`src/rtl/mips_mc_controller_pkg.sv`:
```
// Shared types and encodings for the multi-cycle MIPS controller.
// Optional retired-instruction counter is enabled by defining MIPS_MC_INSTRET_EN.
package mips_ctrl_pkg;

    localparam int unsigned OPCODE_W = 6;
    localparam int unsigned FUNC_W   = 6;
    localparam int unsigned OP_W     = 3;
    localparam int unsigned CNT_W    = 32;

    localparam logic [OPCODE_W-1:0] OPC_RTYPE = 6'b000000;
    localparam logic [OPCODE_W-1:0] OPC_LW    = 6'b100011;
    localparam logic [OPCODE_W-1:0] OPC_SW    = 6'b101011;
    localparam logic [OPCODE_W-1:0] OPC_ADDI  = 6'b001001;
    localparam logic [OPCODE_W-1:0] OPC_SLTI  = 6'b001010;
    localparam logic [OPCODE_W-1:0] OPC_BEQ   = 6'b000100;
    localparam logic [OPCODE_W-1:0] OPC_BNE   = 6'b000101;
    localparam logic [OPCODE_W-1:0] OPC_J     = 6'b000010;
    localparam logic [OPCODE_W-1:0] OPC_JAL   = 6'b000011;
    localparam logic [OPCODE_W-1:0] OPC_JR    = 6'b000110;

    localparam logic [FUNC_W-1:0] FN_ADD = 6'b100000;
    localparam logic [FUNC_W-1:0] FN_SUB = 6'b100010;
    localparam logic [FUNC_W-1:0] FN_AND = 6'b100100;
    localparam logic [FUNC_W-1:0] FN_OR  = 6'b100101;
    localparam logic [FUNC_W-1:0] FN_SLT = 6'b101010;

    localparam logic [OP_W-1:0] ALU_ADD = 3'd0;
    localparam logic [OP_W-1:0] ALU_SUB = 3'd1;
    localparam logic [OP_W-1:0] ALU_AND = 3'd2;
    localparam logic [OP_W-1:0] ALU_OR  = 3'd3;
    localparam logic [OP_W-1:0] ALU_SLT = 3'd4;

    localparam logic [1:0] PC_SRC_ALU    = 2'b00;
    localparam logic [1:0] PC_SRC_ALUOUT = 2'b01;
    localparam logic [1:0] PC_SRC_JUMP   = 2'b10;
    localparam logic [1:0] PC_SRC_RS     = 2'b11;

    localparam logic [1:0] SRC_B_RT     = 2'b00;
    localparam logic [1:0] SRC_B_FOUR   = 2'b01;
    localparam logic [1:0] SRC_B_IMM    = 2'b10;
    localparam logic [1:0] SRC_B_IMM_SH = 2'b11;

    localparam logic [1:0] REG_DST_RT  = 2'b00;
    localparam logic [1:0] REG_DST_RD  = 2'b01;
    localparam logic [1:0] REG_DST_R31 = 2'b10;

    localparam logic [1:0] M2R_ALUOUT = 2'b00;
    localparam logic [1:0] M2R_MDR    = 2'b01;
    localparam logic [1:0] M2R_PC     = 2'b10;

    typedef enum logic [1:0] {
        ALU_CLS_ADD   = 2'b00,
        ALU_CLS_SUB   = 2'b01,
        ALU_CLS_FUNCT = 2'b10,
        ALU_CLS_SLT   = 2'b11
    } alu_cls_e;

    typedef enum logic [3:0] {
        ST_FETCH, ST_DECODE, ST_EXEC_R, ST_EXEC_I, ST_ADDR, ST_MEM_RD, ST_MEM_WR,
        ST_WB_R, ST_WB_I, ST_WB_MEM, ST_BRANCH, ST_JUMP, ST_JAL, ST_JR
    } state_e;

endpackage

```
`src/rtl/mips_mc_controller_if.sv`:
```
// Controller <-> datapath/memory signal bundle; master = controller side.
// Carries instret only when MIPS_MC_INSTRET_EN is defined.
interface mips_mc_if;
    import mips_ctrl_pkg::*;

    logic [OPCODE_W-1:0] opcode;
    logic [FUNC_W-1:0]   func;
    logic                zero;
    logic                mem_ready;
    logic                mem_read;
    logic                mem_write;
    logic                iord;
    logic                ir_write;
    logic                pc_write;
    logic [1:0]          pc_src;
    logic                alu_src_a;
    logic [1:0]          alu_src_b;
    logic [1:0]          reg_dst;
    logic [1:0]          mem_to_reg;
    logic                reg_write;
    logic [OP_W-1:0]     operation;
    logic                illegal_op;
`ifdef MIPS_MC_INSTRET_EN
    logic [CNT_W-1:0]    instret;
`endif

    modport master (
        input  opcode, func, zero, mem_ready,
        output mem_read, mem_write, iord, ir_write, pc_write, pc_src, alu_src_a,
               alu_src_b, reg_dst, mem_to_reg, reg_write, operation, illegal_op
`ifdef MIPS_MC_INSTRET_EN
        , output instret
`endif
    );

    modport slave (
        output opcode, func, zero, mem_ready,
        input  mem_read, mem_write, iord, ir_write, pc_write, pc_src, alu_src_a,
               alu_src_b, reg_dst, mem_to_reg, reg_write, operation, illegal_op
`ifdef MIPS_MC_INSTRET_EN
        , input instret
`endif
    );

endinterface

```
`src/rtl/mips_mc_controller_alu_decoder.sv`:
```
// Combinational ALU control: operation class plus funct field -> ALU operation.
module mips_mc_alu_decoder
    import mips_ctrl_pkg::*;
(
    input  alu_cls_e          alu_cls_i,
    input  logic [FUNC_W-1:0] func_i,
    output logic [OP_W-1:0]   operation_o
);

    always_comb begin
        operation_o = ALU_ADD;
        case (alu_cls_i)
            ALU_CLS_SUB: operation_o = ALU_SUB;
            ALU_CLS_SLT: operation_o = ALU_SLT;
            ALU_CLS_FUNCT: begin
                case (func_i)
                    FN_SUB:  operation_o = ALU_SUB;
                    FN_AND:  operation_o = ALU_AND;
                    FN_OR:   operation_o = ALU_OR;
                    FN_SLT:  operation_o = ALU_SLT;
                    default: operation_o = ALU_ADD;
                endcase
            end
            default: operation_o = ALU_ADD;
        endcase
    end

endmodule

```
`src/rtl/mips_mc_controller.sv`:
```
// Multi-cycle MIPS control FSM with memory-ready handshake.
// Define MIPS_MC_INSTRET_EN to add the retired-instruction counter.
module mips_mc_controller
    import mips_ctrl_pkg::*;
(
    input  logic     clk,
    input  logic     rst_n,
    mips_mc_if.master bus
);

    state_e          state_q, state_d;
    alu_cls_e        alu_cls;
    logic [OP_W-1:0] operation_c;

    always_ff @(posedge clk or negedge rst_n) begin
        if (!rst_n) state_q <= ST_FETCH;
        else        state_q <= state_d;
    end

    // Moore decode; outputs forced low while reset is held so no access survives it
    always_comb begin
        state_d        = state_q;
        alu_cls        = ALU_CLS_ADD;
        bus.mem_read   = 1'b0;
        bus.mem_write  = 1'b0;
        bus.iord       = 1'b0;
        bus.ir_write   = 1'b0;
        bus.pc_write   = 1'b0;
        bus.pc_src     = PC_SRC_ALU;
        bus.alu_src_a  = 1'b0;
        bus.alu_src_b  = SRC_B_RT;
        bus.reg_dst    = REG_DST_RT;
        bus.mem_to_reg = M2R_ALUOUT;
        bus.reg_write  = 1'b0;
        bus.illegal_op = 1'b0;
        if (rst_n) begin
            case (state_q)
                ST_FETCH: begin
                    bus.mem_read  = 1'b1;
                    bus.alu_src_b = SRC_B_FOUR;
                    if (bus.mem_ready) begin
                        bus.ir_write = 1'b1;
                        bus.pc_write = 1'b1;
                        state_d      = ST_DECODE;
                    end
                end
                ST_DECODE: begin
                    bus.alu_src_b = SRC_B_IMM_SH;
                    case (bus.opcode)
                        OPC_RTYPE:         state_d = ST_EXEC_R;
                        OPC_LW, OPC_SW:    state_d = ST_ADDR;
                        OPC_ADDI, OPC_SLTI: state_d = ST_EXEC_I;
                        OPC_BEQ, OPC_BNE:  state_d = ST_BRANCH;
                        OPC_J:             state_d = ST_JUMP;
                        OPC_JAL:           state_d = ST_JAL;
                        OPC_JR:            state_d = ST_JR;
                        default: begin
                            bus.illegal_op = 1'b1;
                            state_d        = ST_FETCH;
                        end
                    endcase
                end
                ST_EXEC_R: begin
                    bus.alu_src_a = 1'b1;
                    alu_cls       = ALU_CLS_FUNCT;
                    state_d       = ST_WB_R;
                end
                ST_WB_R: begin
                    bus.reg_dst   = REG_DST_RD;
                    bus.reg_write = 1'b1;
                    state_d       = ST_FETCH;
                end
                ST_EXEC_I: begin
                    bus.alu_src_a = 1'b1;
                    bus.alu_src_b = SRC_B_IMM;
                    alu_cls       = (bus.opcode == OPC_SLTI) ? ALU_CLS_SLT : ALU_CLS_ADD;
                    state_d       = ST_WB_I;
                end
                ST_WB_I: begin
                    bus.reg_write = 1'b1;
                    state_d       = ST_FETCH;
                end
                ST_ADDR: begin
                    bus.alu_src_a = 1'b1;
                    bus.alu_src_b = SRC_B_IMM;
                    state_d       = (bus.opcode == OPC_SW) ? ST_MEM_WR : ST_MEM_RD;
                end
                ST_MEM_RD: begin
                    bus.iord     = 1'b1;
                    bus.mem_read = 1'b1;
                    if (bus.mem_ready) state_d = ST_WB_MEM;
                end
                ST_WB_MEM: begin
                    bus.mem_to_reg = M2R_MDR;
                    bus.reg_write  = 1'b1;
                    state_d        = ST_FETCH;
                end
                ST_MEM_WR: begin
                    bus.iord      = 1'b1;
                    bus.mem_write = 1'b1;
                    if (bus.mem_ready) state_d = ST_FETCH;
                end
                ST_BRANCH: begin
                    bus.alu_src_a = 1'b1;
                    alu_cls       = ALU_CLS_SUB;
                    bus.pc_src    = PC_SRC_ALUOUT;
                    bus.pc_write  = (bus.opcode == OPC_BNE) ? !bus.zero : bus.zero;
                    state_d       = ST_FETCH;
                end
                ST_JUMP: begin
                    bus.pc_src   = PC_SRC_JUMP;
                    bus.pc_write = 1'b1;
                    state_d      = ST_FETCH;
                end
                ST_JAL: begin
                    bus.pc_src     = PC_SRC_JUMP;
                    bus.pc_write   = 1'b1;
                    bus.reg_dst    = REG_DST_R31;
                    bus.mem_to_reg = M2R_PC;
                    bus.reg_write  = 1'b1;
                    state_d        = ST_FETCH;
                end
                ST_JR: begin
                    bus.pc_src   = PC_SRC_RS;
                    bus.pc_write = 1'b1;
                    state_d      = ST_FETCH;
                end
                default: state_d = ST_FETCH;
            endcase
        end
    end

    mips_mc_alu_decoder u_alu_dec (
        .alu_cls_i   (alu_cls),
        .func_i      (bus.func),
        .operation_o (operation_c)
    );

    assign bus.operation = rst_n ? operation_c : '0;

`ifdef MIPS_MC_INSTRET_EN
    logic [CNT_W-1:0] instret_q;

    // Retire on every completed return to FETCH; the illegal-opcode path does not count
    always_ff @(posedge clk or negedge rst_n) begin
        if (!rst_n)
            instret_q <= '0;
        else if (state_q != ST_FETCH && state_d == ST_FETCH && !bus.illegal_op)
            instret_q <= instret_q + CNT_W'(1);
    end

    assign bus.instret = instret_q;
`endif

endmodule

```
`src/flat_wrapper.sv`:
```
// flat-port wrapper written by rule: the top's interface ports become plain ports
module mips_mc_controller_flat import mips_ctrl_pkg::*;
  (clk, rst_n, bus_opcode, bus_func, bus_zero, bus_mem_ready, bus_mem_read, bus_mem_write, bus_iord, bus_ir_write, bus_pc_write, bus_pc_src, bus_alu_src_a, bus_alu_src_b, bus_reg_dst, bus_mem_to_reg, bus_reg_write, bus_operation, bus_illegal_op);
  mips_mc_if bus_i ();
  input  logic clk;
  input  logic rst_n;
  input wire logic [$bits(bus_i.opcode)-1:0] bus_opcode;
  input wire logic [$bits(bus_i.func)-1:0] bus_func;
  input wire logic [$bits(bus_i.zero)-1:0] bus_zero;
  input wire logic [$bits(bus_i.mem_ready)-1:0] bus_mem_ready;
  output wire logic [$bits(bus_i.mem_read)-1:0] bus_mem_read;
  output wire logic [$bits(bus_i.mem_write)-1:0] bus_mem_write;
  output wire logic [$bits(bus_i.iord)-1:0] bus_iord;
  output wire logic [$bits(bus_i.ir_write)-1:0] bus_ir_write;
  output wire logic [$bits(bus_i.pc_write)-1:0] bus_pc_write;
  output wire logic [$bits(bus_i.pc_src)-1:0] bus_pc_src;
  output wire logic [$bits(bus_i.alu_src_a)-1:0] bus_alu_src_a;
  output wire logic [$bits(bus_i.alu_src_b)-1:0] bus_alu_src_b;
  output wire logic [$bits(bus_i.reg_dst)-1:0] bus_reg_dst;
  output wire logic [$bits(bus_i.mem_to_reg)-1:0] bus_mem_to_reg;
  output wire logic [$bits(bus_i.reg_write)-1:0] bus_reg_write;
  output wire logic [$bits(bus_i.operation)-1:0] bus_operation;
  output wire logic [$bits(bus_i.illegal_op)-1:0] bus_illegal_op;
  assign bus_i.opcode = bus_opcode;
  assign bus_i.func = bus_func;
  assign bus_i.zero = bus_zero;
  assign bus_i.mem_ready = bus_mem_ready;
  assign bus_mem_read = bus_i.mem_read;
  assign bus_mem_write = bus_i.mem_write;
  assign bus_iord = bus_i.iord;
  assign bus_ir_write = bus_i.ir_write;
  assign bus_pc_write = bus_i.pc_write;
  assign bus_pc_src = bus_i.pc_src;
  assign bus_alu_src_a = bus_i.alu_src_a;
  assign bus_alu_src_b = bus_i.alu_src_b;
  assign bus_reg_dst = bus_i.reg_dst;
  assign bus_mem_to_reg = bus_i.mem_to_reg;
  assign bus_reg_write = bus_i.reg_write;
  assign bus_operation = bus_i.operation;
  assign bus_illegal_op = bus_i.illegal_op;
  mips_mc_controller u_core (.clk(clk), .rst_n(rst_n), .bus(bus_i));
endmodule
```
`config.mk`:
```
export PLATFORM = sky130hd
export DESIGN_NAME = mips_mc_controller_flat
export DESIGN_NICKNAME = d
export VERILOG_FILES = /design/src/rtl/mips_mc_controller_pkg.sv /design/src/rtl/mips_mc_controller_if.sv /design/src/rtl/mips_mc_controller_alu_decoder.sv /design/src/rtl/mips_mc_controller.sv /design/src/flat_wrapper.sv
export SDC_FILE = /design/constraint.sdc
export NUM_CORES = 1
export LEC_CHECK = 0
export CAP_MARGIN = 10
export CORE_MARGIN = 2
export CORE_UTILIZATION = 40
export CTS_BUF_LIST = sky130_fd_sc_hd__clkbuf_4 sky130_fd_sc_hd__clkbuf_8 sky130_fd_sc_hd__clkbuf_16
export CTS_CLUSTER_DIAMETER = 150
export DETAILED_ROUTE_END_ITERATION = 8
export PLACE_DENSITY = 0.81
export RECOVER_POWER = 50
export SKIP_CTS_REPAIR_TIMING = 1
export SYNTH_ARGS = -nofsm -noshare
export SYNTH_HDL_FRONTEND = slang
export SYNTH_SLANG_ARGS = --single-unit
```
`constraint.sdc`:
```
create_clock -name clk -period 6.35 [get_ports clk]
set_input_delay 1.905 -clock clk [delete_from_list [all_inputs] [get_ports clk]]
set_output_delay 1.905 -clock clk [all_outputs]
set_load 0.01 [all_outputs]
```
==> results.toml <==
[placed_design]
numPortBuffers = 34
post-dp-hpwl_um = 1890
place_congestion = 0.801

[finish]
area_delta_synth_final_pct = 37.0
number_of_nets_in_the_final_layout = 169
reg_top3 = "u_core.state_q (4)"
drive_gt1_share_pct = 7.95
top_register = "u_core.state_q"
largest_register_ffs = 4
antenna-diode-count = 0
fillCellCount = 214

[floorplan]
chipWidth_um = 51.2
io_pins = 35
rows = 17
initial_utilization_pct = 41.1
design.die.area_um2 = 2620
die-height_um = 51.2
core_area_um2 = 2170

[yosys]
async_set_or_reset_flop_fraction_in_the_synthesized_netlist_pct = 100
dominantRegCellSynth = "sky130_fd_sc_hd__dfrtp_1"
synth.largest_area_cell = "sky130_fd_sc_hd__dfrtp_1"
yosys_warn_count = 0
synth_top_cell_area_share_pct = 11.2
synthesis.area_per_instance_um2 = 7.25
list_of_most_frequent_post_synthesis_cells = "sky130_fd_sc_hd__nor2_1, sky130_fd_sc_hd__a21oi_1, sky130_fd_sc_hd__nand2_1"
synthesis.nets = 139
post_synth_inst_count = 123
ys_seq_elements = 4
synth.distinct_cells = 48
synth_top_cells_by_area = "sky130_fd_sc_hd__dfrtp_1, sky130_fd_sc_hd__nand2b_1, sky130_fd_sc_hd__nor2_1"
synth-seq-area-share_pct = 11.2
synth_enable_flop_cells = 0
syn-cell-area_um2 = 892
yosys.cell_count.top_type = "sky130_fd_sc_hd__nor2_1"

[sta]
finClkSkew_ns = 0.00317
fin_setup_tns_ns = 0
setup_viol = 0
post-route-min-period_ns = 6.03
grt_setup_unrepaired = "false"
tcrit_tclk_final_pct = 94.9
timing_hold_violations_final = 0
final_max_slew_viol_count = 0
maxClockFrequency_mhz = 166
worst_pin_slew_ns = 0.676
slew_headroom_pct = 54.9

[power]
power.density_cell_area_nw_per_um2 = 278
design_power_total_mw = 0.340
combinationalPowerShare_pct = 64.1
leakagePower_nw = 0.438
p_clk_share_pct = 9.8
p_sw_share_pct = 48.1
switching_power_summed_over_all_nets_mw = 0.164
cellInternalPower_mw = 0.177
p_seq_share_pct = 26.2
irDropWorstVdd_mv = 0.150

[drt]
detail_route.drc_violations = 0
drt_first_iter_violations = 24
num_vias = 1060
viasPerCell = 5.92
drtPass1Iterations = 4
drt_wl_total_um = 2480
detail_route.wl_per_cell_um = 13.9
drtAntennaViolNets = 0

[global_routing]
grt_pass1_wl_um = 4200
grt_max_degree = 24
grtUsageTotal_pct = 20.2
grt_antenna_before_repair = 0
number_of_global_route_vias_before_repair = 967
gr-total-overflow = 0

[flow_run]
max-cap-violations = 0

[clocking]
numClockSinks = 4
ctsRootBufferMaster = "sky130_fd_sc_hd__clkbuf_4"
cts_buffers = 3
tritoncts = "yes"
cts_buffer_depth = 2
worst_skew_pair.late_latency_ns = 0.24
cts.htree.levels = 1
path_clk_slew_ns = 0.04

[setup_path]
critical_path.startpoint_type = "input port"
timing.critical_path.to_type = "primary output"
worst-setup-path-type = "in -> out"
critical_path.max_fanout = 12
wp_data_required_ns = 4.45
critical_path_arrival_ns = 4.12

[worst_hold_path]
timing.hold.worst.class = "reg -> reg"

[run_status]
run_status = "finished, final reports clean"
[power by group through the flow]
| stage | Clock, mW | Sequential [mW] | Combinational [mW] |
|---|---|---|---|
| global placement | 0 | 0.0867 | 0.217 |
| detailed placement | 0 | 0.0878 | 0.220 |
| floorplan | 0 | 0.0465 | 0.201 |
| global route | 0.0358 | 0.0957 | 0.241 |
| CTS | 0.0332 | 0.0876 | 0.221 |
| finish | 0.0332 | 0.0890 | 0.218 |
[area by class of cell]
class / count / area, um^2 / share of cell area, %
Clock buffer: 3 / 22.5 / 1.84
Inverter: 1 / 6.26 / 0.512
Multi-Input combinational cell: 106 / 699 / 57.2
Sequential cell: 4 / 100 / 8.19
Tap cell: 28 / 35.0 / 2.87
Timing Repair Buffer: 37 / 359 / 29.4
[stage by stage]
stage	instance area, um^2	setup WS (ns)	hold slack (ns)	std cells	utilization (%)
after global placement	1200	0.516	0.807	176	55.5
after detailed placement	1200	0.378	0.833	176	55.5
after global routing	1220	0.126	0.910	179	56.3
final	1220	0.324	0.847	179	56.3
after CTS	1230	0.387	0.845	179	56.5
after floorplan	892	1.47	0.652	123	-
[path summary, 6_finish.rpt]
path | start | end | slack (ns) | cells past startpoint
min in group asynchronous | rst_n | u_core.state_q[0] | 2.17 | 2
worst min-delay path | u_core.state_q[3] | u_core.state_q[3] | 0.85 | 1
worst max-delay path | rst_n | bus_ir_write | 0.32 | 6
worst max register to register | u_core.state_q[1] | u_core.state_q[0] | 4.57 | 4
worst min register to register | u_core.state_q[3] | u_core.state_q[3] | 0.85 | 1
max in group asynchronous | rst_n | u_core.state_q[1] | 3.83 | 2
[layer usage]
metal / GRT usage, % / wire length (um)
met3: 3.22 / 166
met4: 5.26 / 12
met5: 0 / 0
met2: 35.3 / 1200
met1: 25.8 / 1100
[cells in the final DEF, fill, tap and decap left out, types with 4 or more instances in the layout]
| master | count |
|---|---|
| sky130_fd_sc_hd__nand4b_1 | 4 |
| sky130_fd_sc_hd__nand2_1 | 9 |
| sky130_fd_sc_hd__nand3b_1 | 5 |
| sky130_fd_sc_hd__nand2b_1 | 8 |
| sky130_fd_sc_hd__a21oi_1 | 9 |
| sky130_fd_sc_hd__clkdlybuf4s50_1 | 29 |
| sky130_fd_sc_hd__nor2b_1 | 7 |
| sky130_fd_sc_hd__dlygate4sd3_1 | 5 |
| sky130_fd_sc_hd__nor3_1 | 4 |
| sky130_fd_sc_hd__dfrtp_1 | 4 |
| sky130_fd_sc_hd__nor2_1 | 13 |
[kinds of logic after synthesis]
family                 share of synthesized area (%)
flip-flops                                      11.2
multiplexers                                    1.26
AO/OA/AOI/OAI                                   26.2
AND/OR/NAND/NOR                                 49.0
buffers and inverters                           10.4
XOR/XNOR                                        1.96
[critical path: stages]
cell and delay, ns:
sky130_fd_sc_hd__clkdlybuf4s50_1 0.52, sky130_fd_sc_hd__clkbuf_1 0.44, sky130_fd_sc_hd__nand2b_1 0.26, sky130_fd_sc_hd__nor3_1 0.27, sky130_fd_sc_hd__and3b_1 0.19, sky130_fd_sc_hd__clkdlybuf4s50_1 0.53
Note: power is estimated with default switching activity, not from simulation.
